<file path="src/rtl/uart_tx_queue_if.sv">
// Host-write / transmitter-handshake bundle for uart_tx_queue.
// UART_TXQ_FLUSH_EN adds the host-side flush strobe.
interface uart_tx_queue_if #(
    parameter int DEPTH = 16,
    parameter int WIDTH = 8
);
    localparam int CW = $clog2(DEPTH) + 1;

    logic             wr_en;
    logic [WIDTH-1:0] wr_data;
    logic             full;
    logic             empty;
    logic [CW-1:0]    count;
    logic             overflow;
    logic             ovf_clr;
    logic [WIDTH-1:0] dintx;
    logic             newd;
    logic             donetx;
`ifdef UART_TXQ_FLUSH_EN
    logic             flush;

    modport master (
        output wr_en, wr_data, ovf_clr, donetx, flush,
        input  full, empty, count, overflow, dintx, newd
    );
    modport slave (
        input  wr_en, wr_data, ovf_clr, donetx, flush,
        output full, empty, count, overflow, dintx, newd
    );
`else
    modport master (
        output wr_en, wr_data, ovf_clr, donetx,
        input  full, empty, count, overflow, dintx, newd
    );
    modport slave (
        input  wr_en, wr_data, ovf_clr, donetx,
        output full, empty, count, overflow, dintx, newd
    );
`endif
endinterface

</file>
<file path="src/rtl/uart_tx_queue.sv">
// Circular byte FIFO feeding the UART transmitter one frame at a time.
// Optional feature: define UART_TXQ_FLUSH_EN to add a synchronous queue flush.
module uart_tx_queue #(
    parameter int DEPTH = 16,
    parameter int WIDTH = 8,
    parameter int HOLD  = 128
) (
    input logic           clk,
    input logic           rst,
    uart_tx_queue_if.slave q
);
    localparam int AW = $clog2(DEPTH);
    localparam int CW = AW + 1;
    localparam int HW = (HOLD > 1) ? $clog2(HOLD) : 1;
    localparam logic [HW-1:0] HOLD_LOAD = HW'(HOLD - 1);
    localparam logic [CW-1:0] FULL_CNT  = CW'(DEPTH);

    typedef enum logic [1:0] {IDLE, ISSUE, WAIT} state_t;

    state_t           state;
    logic [WIDTH-1:0] mem [DEPTH];
    logic [AW-1:0]    wr_ptr;
    logic [AW-1:0]    rd_ptr;
    logic [CW-1:0]    count_r;
    logic             overflow_r;
    logic [WIDTH-1:0] dintx_r;
    logic             newd_r;
    logic             donetx_q;
    logic [HW-1:0]    hold_cnt;

    logic pop;
    logic wr_accept;
    logic wr_drop;
    logic flush_req;
    logic donetx_rise;

`ifdef UART_TXQ_FLUSH_EN
    assign flush_req = q.flush;
`else
    assign flush_req = 1'b0;
`endif

    // A full queue still takes a write on the cycle its head is popped.
    assign pop         = (state == IDLE) && (count_r != '0);
    assign wr_accept   = q.wr_en && !flush_req && ((count_r != FULL_CNT) || pop);
    assign wr_drop     = q.wr_en && !flush_req && !wr_accept;
    assign donetx_rise = q.donetx && !donetx_q;

    // NOTE: storage is deliberately left out of reset; only the pointers and count define validity.
    always_ff @(posedge clk) begin
        if (wr_accept) mem[wr_ptr] <= q.wr_data;
    end

    // NOTE: all sequential state uses non-blocking assignments so every block samples pre-edge values.
    always_ff @(posedge clk or negedge rst) begin
        if (!rst) begin
            wr_ptr  <= '0;
            rd_ptr  <= '0;
            count_r <= '0;
        end else if (flush_req) begin
            wr_ptr  <= '0;
            rd_ptr  <= '0;
            count_r <= '0;
        end else begin
            if (wr_accept) wr_ptr <= wr_ptr + 1'b1;
            if (pop)       rd_ptr <= rd_ptr + 1'b1;
            case ({wr_accept, pop})
                2'b10:   count_r <= count_r + 1'b1;
                2'b01:   count_r <= count_r - 1'b1;
                default: ;
            endcase
        end
    end

    // A dropped write outranks a same-cycle clear.
    always_ff @(posedge clk or negedge rst) begin
        if (!rst)                         overflow_r <= 1'b0;
        else if (wr_drop)                 overflow_r <= 1'b1;
        else if (q.ovf_clr || flush_req)  overflow_r <= 1'b0;
    end

    always_ff @(posedge clk or negedge rst) begin
        if (!rst) begin
            state    <= IDLE;
            hold_cnt <= '0;
            dintx_r  <= '0;
            newd_r   <= 1'b0;
            donetx_q <= 1'b0;
        end else begin
            donetx_q <= q.donetx;
            case (state)
                IDLE: begin
                    if (pop) begin
                        dintx_r  <= mem[rd_ptr];
                        hold_cnt <= HOLD_LOAD;
                        newd_r   <= 1'b1;
                        state    <= ISSUE;
                    end
                end
                ISSUE: begin
                    if (hold_cnt == '0) begin
                        newd_r <= 1'b0;
                        state  <= WAIT;
                    end else begin
                        hold_cnt <= hold_cnt - 1'b1;
                    end
                end
                WAIT: begin
                    if (donetx_rise) state <= IDLE;
                end
                default: begin
                    newd_r <= 1'b0;
                    state  <= IDLE;
                end
            endcase
        end
    end

    assign q.full     = (count_r == FULL_CNT);
    assign q.empty    = (count_r == '0);
    assign q.count    = count_r;
    assign q.overflow = overflow_r;
    assign q.dintx    = dintx_r;
    assign q.newd     = newd_r;
endmodule

</file>
<file path="src/flat_wrapper.sv">
// flat-port wrapper written by rule: the top's interface ports become plain ports
module uart_tx_queue_flat 
#(
    parameter int DEPTH = 16,
    parameter int WIDTH = 8,
    parameter int HOLD  = 128
)
  (clk, rst, q_wr_en, q_wr_data, q_ovf_clr, q_donetx, q_full, q_empty, q_count, q_overflow, q_dintx, q_newd);
  uart_tx_queue_if #(.DEPTH(DEPTH), .WIDTH(WIDTH)) q_i ();
  input logic clk;
  input logic rst;
  input wire logic [$bits(q_i.wr_en)-1:0] q_wr_en;
  input wire logic [$bits(q_i.wr_data)-1:0] q_wr_data;
  input wire logic [$bits(q_i.ovf_clr)-1:0] q_ovf_clr;
  input wire logic [$bits(q_i.donetx)-1:0] q_donetx;
  output wire logic [$bits(q_i.full)-1:0] q_full;
  output wire logic [$bits(q_i.empty)-1:0] q_empty;
  output wire logic [$bits(q_i.count)-1:0] q_count;
  output wire logic [$bits(q_i.overflow)-1:0] q_overflow;
  output wire logic [$bits(q_i.dintx)-1:0] q_dintx;
  output wire logic [$bits(q_i.newd)-1:0] q_newd;
  assign q_i.wr_en = q_wr_en;
  assign q_i.wr_data = q_wr_data;
  assign q_i.ovf_clr = q_ovf_clr;
  assign q_i.donetx = q_donetx;
  assign q_full = q_i.full;
  assign q_empty = q_i.empty;
  assign q_count = q_i.count;
  assign q_overflow = q_i.overflow;
  assign q_dintx = q_i.dintx;
  assign q_newd = q_i.newd;
  uart_tx_queue #(.DEPTH(DEPTH), .WIDTH(WIDTH), .HOLD(HOLD)) u_core (.clk(clk), .rst(rst), .q(q_i));
endmodule
</file>
<file path="config.mk">
export PLATFORM = sky130hd
export DESIGN_NAME = uart_tx_queue_flat
export DESIGN_NICKNAME = d
export VERILOG_FILES = /design/src/rtl/uart_tx_queue_if.sv /design/src/rtl/uart_tx_queue.sv /design/src/flat_wrapper.sv
export SDC_FILE = /design/constraint.sdc
export NUM_CORES = 1
export LEC_CHECK = 0
export ABC_CLOCK_PERIOD_IN_PS = 3200
export BUFFER_PORTS_ARGS = -buffer_cell sky130_fd_sc_hd__buf_2
export CORE_UTILIZATION = 45
export CTS_BUF_LIST = sky130_fd_sc_hd__clkbuf_4 sky130_fd_sc_hd__clkbuf_8
export CTS_CLUSTER_DIAMETER = 60
export CTS_CLUSTER_SIZE = 28
export DETAILED_ROUTE_END_ITERATION = 10
export GPL_TIMING_DRIVEN = 0
export SYNTH_ARGS = -nofsm -noshare
export SYNTH_HDL_FRONTEND = slang
export SYNTH_SLANG_ARGS = --single-unit
export TNS_END_PERCENT = 10
</file>
<file path="constraint.sdc">
create_clock -name clk -period 3.2 [get_ports clk]
set_input_delay 0.48 -clock clk [delete_from_list [all_inputs] [get_ports clk]]
set_output_delay 0.48 -clock clk [all_outputs]
set_load 0.005 [all_outputs]
</file>
# [Yosys cells after proc, flatten, opt, wreduce, memory -nomap -nowiden]
# Memory sizes are Yosys's and may differ from the RTL's. A register that Yosys moved wholly into a read port is not among the register bits.
# Cells that the tools add are included.
[op_classes] n_addsub=5 eq_ne=10 muxes=15 n_bitwise=1 reduce_logical=19
[op_table] operator="7-bit 2-to-1 mux" count=2
[op_table] operator="7-bit case mux with 2 select lines" count=1
[op_table] operator="5-bit case mux with 2 select lines" count=1
[op_table] operator="3-bit AND reduction" count=3
[op_table] operator="4-bit by 1-bit adder with 4-bit output (second input constant)" count=2
[op_table] operator="7-bit logical NOT" count=1
[op_table] operator="7-bit by 1-bit subtractor with 7-bit output (second input constant)" count=1
[op_table] operator="1-bit 2-to-1 mux" count=6
[op_table] operator="2-bit 2-to-1 mux" count=3
[op_table] operator="2-bit by 1-bit inequality test with 1-bit output (second input constant)" count=3
[op_table] operator="2-bit case mux with 3 select lines" count=1
[op_table] operator="2-bit nonzero test" count=3
[op_table] operator="5-bit by 1-bit adder with 5-bit output (second input constant)" count=1
[op_table] operator="5-bit == test (second input constant)" count=1
[op_table] operator="5-bit logical NOT" count=1
[op_table] operator="5-bit inequality test (second input constant)" count=1
[op_table] operator="5-bit nonzero test" count=1
[op_table] operator="5-bit by 1-bit subtractor with 5-bit output (second input constant)" count=1
[op_table] operator="2-bit by 1-bit == test with 1-bit output (second input constant)" count=2
[op_table] operator="2-bit == test (second input constant)" count=2
[op_table] operator="1-bit logical AND" count=4
[op_table] operator="1-bit logical NOT" count=3
[op_table] operator="1-bit case mux with 3 select lines" count=1
[op_table] operator="2-bit logical NOT" count=1
[op_table] operator="other kinds (4)" count=4
[totals] reg_bits=25 ramBits=128 input_bits=13 out_inout_bits=17 word_cells=59 n_memories=1
[memory_table] name="u_core.mem" depth=16 width=8 read_ports=1 rd_clocked_by_memory_dff=1 wr=1 line="uart_tx_queue.sv:21" rtl="logic [WIDTH-1:0] mem [DEPTH];"

# [Depth between registers and ports, before layout]
[logic_depth] ltp_word=7 ltp_mapped=9 mapped_depth_nobuf=9

# [Worst setup path before layout]
# Ideal clock, no wire load.
[synth_path] kind="register to register" startpoint="register u_core.state[0]" endpoint="register u_core.count_r[3] (netlist: u_core.q.count[3])" setup_time_ns=0.125 arrival_ns=2.224 required_time_ns=3.075 slack_ns=0.852 stages_incl_launch_ff=10 n_path_buf=0 synth_period_minus_slack_ns=2.348 cell_sequence="dfrtp_1 -> nor2_1 -> a21boi_1 -> nand2_1 -> inv_1 -> ha_1 -> a21o_1 -> a21oi_1 -> xnor2_1 -> mux2_2"
[synth_between] elab_chain_cells=6 word_cells_on_any_way=8 classes_between="eq/ne (2); mux (1); reduce/logical (5)"
[synth_rtl] item="start, declared" line="uart_tx_queue.sv:20" rtl="state_t state;"
[synth_rtl] item="start signal, assigned" line="uart_tx_queue.sv:84" rtl="state <= IDLE;"
[synth_rtl] item="start signal, assigned" line="uart_tx_queue.sv:97" rtl="state <= ISSUE;"
[synth_rtl] item="start signal, assigned" line="uart_tx_queue.sv:103" rtl="state <= WAIT;"
[synth_rtl] item="2-bit logical NOT (*)" line="uart_tx_queue.sv:44" rtl="assign pop = (state == IDLE) && (count_r != '0);"
[synth_rtl] item="1-bit logical AND (*)" line="uart_tx_queue.sv:44"
[synth_rtl] item="1-bit logical OR" line="uart_tx_queue.sv:45" rtl="assign wr_accept = q.wr_en && !flush_req && ((count_r != FULL_CNT) || pop);"
[synth_rtl] item="1-bit logical AND" line="uart_tx_queue.sv:45"
[synth_rtl] item="2-bit by 1-bit == test with 1-bit output or 2-bit == test (tied branches)" line="uart_tx_queue.sv:67" rtl="case ({wr_accept, pop})"
[synth_rtl] item="5-bit case mux with 2 select lines or 2-bit nonzero test (tied branches)"
[synth_rtl] item="end signal, assigned" line="uart_tx_queue.sv:68" rtl="2'b10: count_r <= count_r + 1'b1;"
[synth_rtl] item="end signal, assigned" line="uart_tx_queue.sv:69" rtl="2'b01: count_r <= count_r - 1'b1;"
[synth_rtl] item="end, declared" line="uart_tx_queue.sv:24" rtl="logic [CW-1:0] count_r;"
# Mark *: on every way between the ends. The rest lies on a longest branch, timed or not.
# A chain may end at the register's enable or synchronous reset.

# [Worst setup path after layout]
[layout_path] startpoint="register u_core.count_r[1] (netlist: u_core.q.count[1])" endpoint="register u_core.count_r[3] (netlist: u_core.q.count[3])"
[layout_between] elab_chain_cells=6 word_cells_on_any_way=11 classes_between="add/sub (2); eq/ne (3); mux (1); reduce/logical (5)"
[layout_rtl] item="5-bit nonzero test" line="uart_tx_queue.sv:44"
[layout_rtl] item="1-bit logical AND" line="uart_tx_queue.sv:44"
[layout_rtl] item="1-bit logical OR" line="uart_tx_queue.sv:45"
[layout_rtl] item="1-bit logical AND" line="uart_tx_queue.sv:45"
[layout_rtl] item="2-bit by 1-bit == test with 1-bit output or 2-bit == test (tied branches)" line="uart_tx_queue.sv:67"
[layout_rtl] item="5-bit case mux with 2 select lines or 2-bit nonzero test (tied branches)"
# Several ways; a longest one is shown, not always the timed one.

==> flow_summary_export.csv <==
group,metric,value,unit
placed_design,post-place-cells,595,
pwr,power_density,737,nW/um2
clock_network,clock_latency,450,ps
outcome,outcome,"finished clean",
layout,nFillCells,1160,
global_routing,grt_pass1_vias,3568,
global_routing,track_usage,19.7,%
timing,fin_tns_setup,0,ps
layout,final_common_cell,"edfxtp_1",
setup_path,regToRegStartpoint,"u_core.q.count[1]$_DFFE_PN0P_",
layout,insertedDiodeCount,0,
synthesis,synth-edff-count,128,
die,die_h,123,um
timing,final-hold-violation-count,0,
global_routing,grt.overflow.total,0,
clock_network,ctsHoldBuffers,0,
layout,drive_gt1_share,25.1,%
pwr,p_sw,1.65,mW
timing,skew,10.0,ps
pwr,swShare,30.0,%
die,die_area,15200,um2
routing,first_pass_iters,4,
placed_design,io_buffers,29,
setup_path,critPathTopFamily,"simple AND/OR/NAND/NOR gates",
min_path,hold_path.class,"in2async",
layout,stdcell_count,627,
die,die_x,123,um
synthesis,syn_avg_cell_area,17.4,um2
setup_path,crit_start,"u_core.q.count[1]$_DFFE_PN0P_",
synthesis,synth_ff_type,"edfxtp_1",
layout,final_nets,458,
clock_network,clock_path_buffers,2,
timing,finalCriticalPeriod,2810,ps
setup_path,crit_chain,"nor4_1, a21boi_1, nand2_1, inv_1, ha_1, a21o_1, a21oi_1, xnor2_1, mux2_2",
placed_design,dpl.hpwl,8.78,mm
layout,area_growth,12.7,%
routing,wire_per_inst,21.0,um
clock_network,post_cts_buffers,0,
clock_network,cts.sinks,161,
die,num_io_pins,30,
clock_network,cts_root_buffer,"clkbuf_8",
routing,antenna_left,0,
setup_path,critPathRequiredTime,3530,ps
pwr,pwr-share-seq,50.8,%
pwr,pwr-share-clk,26.4,%
pwr,p_int,3.85,mW
die,initial_core_util,46.9,%
synthesis,yosys_warnings,0,
placed_design,gp_congestion,0.786,
pwr,p_leak,2.64,nW
timing,post-route-period-util,87.9,%
setup_path,cp_max_fo,10,
setup_path,worstSetupPathType,"reg2reg",
timing,slew_headroom,30.4,%
clock_network,numCtsBuffers,17,
pwr,peakVddDrop,0.353,mV
setup_path,slowest_stage,"nor4_1",
synthesis,synthDistinctLibCells,41,
routing,routed_wl,13.2,mm
synthesis,synth_cells,381,
timing,max_slew.worst_pin.slew,1040,ps
routing,drc,0,
timing,fmax,356,MHz
timing,setup_viol,0,
pwr,power.share.combinational,22.8,%
clock_network,cts-resized-gates,0,
die,coreArea,14100,um2
routing,vias,3510,
layout,postLayoutCoreUtil,52.9,%
setup_path,endpoint_kind,"register",
layout,layout_common_cells,"edfxtp_1 (128), dfrtp_1 (33), mux4_2 (32), buf_2 (32), nand2_1 (21)",
setup_path,crit_path_max_incr_delay,610,ps
timing,drv_slew,0,
setup_path,crit_buf_inv,1,
global_routing,antenna_found_initial,0,
global_routing,grt_max_degree,34,
setup_path,crit_path_start_kind,"register",
routing,dr.first_iter.drc_count,291,
synthesis,syn-num-nets,405,
flow_run,drv_cap,0,
routing,routed_via_density,5.60,
clock_network,path_clk_slew,70,ps
synthesis,synth-seq-cells,161,
setup_path,cp.arrival,3140,ps
synthesis,synthArstFlopShare,20.5,%
clock_network,ctsHtreeMaxLevel,4,
timing,rsz0062_at_grt,"no",
clock_network,cts_tree,"built",
synthesis,ys_seq_area_share,70.6,%
synthesis,netlist_area,6610,um2
die,num_rows,43,
global_routing,grt_pass1_wl,20.6,mm
==> cell usage after synthesis (all sizes together) (8+ instances only) <==
| library cell | count | area [um2] |
|---|---|---|
| dfrtp | 33 | 826 |
| clkbuf | 12 | 46.3 |
| nand2 | 21 | 78.8 |
| mux2i | 20 | 200 |
| inv | 19 | 71.3 |
| edfxtp | 128 | 3840 |
| o221ai | 8 | 70.1 |
| mux4 | 32 | 721 |
| nor2 | 14 | 52.6 |
| ha | 10 | 125 |
| xnor2 | 8 | 70.1 |
| o21ai | 11 | 70.1 |
==> layer usage <==
| metal | GRT usage, % | vias to the layer above | part of all wire [%] |
|---|---|---|---|
| li1 | - | 1609 | - |
| met1 | 28.5 | 1808 | 46 |
| met4 | 7.68 | 0 | 1.9 |
| met2 | 29.3 | 71 | 48 |
| met3 | 4.24 | 22 | 4.3 |
| met5 | 0 | - | 0 |
==> worst paths after layout <==
check                                           endpoint  slack, ps  cells past startpoint
setup / recovery           u_core.q.count[3]$_DFFE_PN0P_        390                      9
hold / removal             u_core.q.count[2]$_DFFE_PN0P_        110                      1
setup reg to reg           u_core.q.count[3]$_DFFE_PN0P_        390                      9
hold reg to reg                u_core.q.newd$_DFFE_PN0P_        500                      2
max in group asynchronous   u_core.rd_ptr[2]$_DFFE_PN0P_       2590                      1
min in group clk               u_core.donetx_q$_DFF_PN0_        160                      1
==> state kept, by name, summed over array words and instances, names as in the netlist <==
signal	flops
u_core.rd_ptr	4
u_core.q.count	5
u_core.hold_cnt	7
u_core.state	2
u_core.q.dintx	8
u_core.wr_ptr	4
u_core.donetx_q	1
u_core.mem	128
u_core.q.newd	1
u_core.q.overflow	1
==> cells by family after synthesis <==
logic type / count (synthesis) / share of synthesized area, %
AOI/OAI and AO/OA: 42 / 4.56
muxes: 54 / 14.3
adders and majority gates: 11 / 2.19
buffers and inverters: 35 / 2.06
and+or+nand+nor: 70 / 5.26
DFF: 161 / 70.6
xor gates and xnor gates: 8 / 1.06
==> power by group through the flow <==
stage	logic [mW]	registers (mW)	clock network, mW
2_1_floorplan	0.825	2.79	0
3_3_place_gp	1.19	2.82	0
3_5_place_dp	1.26	2.84	0
4_1_cts	1.26	2.79	1.48
5_1_grt	1.39	2.83	1.57
6_report	1.25	2.79	1.45
==> per-stage QoR <==
stage,hold slack (ps),area [um2],setup WS [ps],power [mW]
after floorplan,184,6610,852,3.61
final,109,7460,388,5.50
after detailed placement,484,7070,404,4.10
after global placement,474,6980,-88.4,4.01
after global routing,131,7460,121,5.78
after CTS,122,7460,390,5.54
==> area by class of cell <==
class	instances	area, um2	area share (%)
sequential	161	4670	62.6
multi-input combinational	185	1850	24.9
clock buffer	21	270	3.62
tap	180	225	3.02
timing repair buffer	34	186	2.50
clock inverter	11	115	1.54
inverter	19	71.3	0.957
buffer	16	65.1	0.873
(Power assumes the default switching activity.)
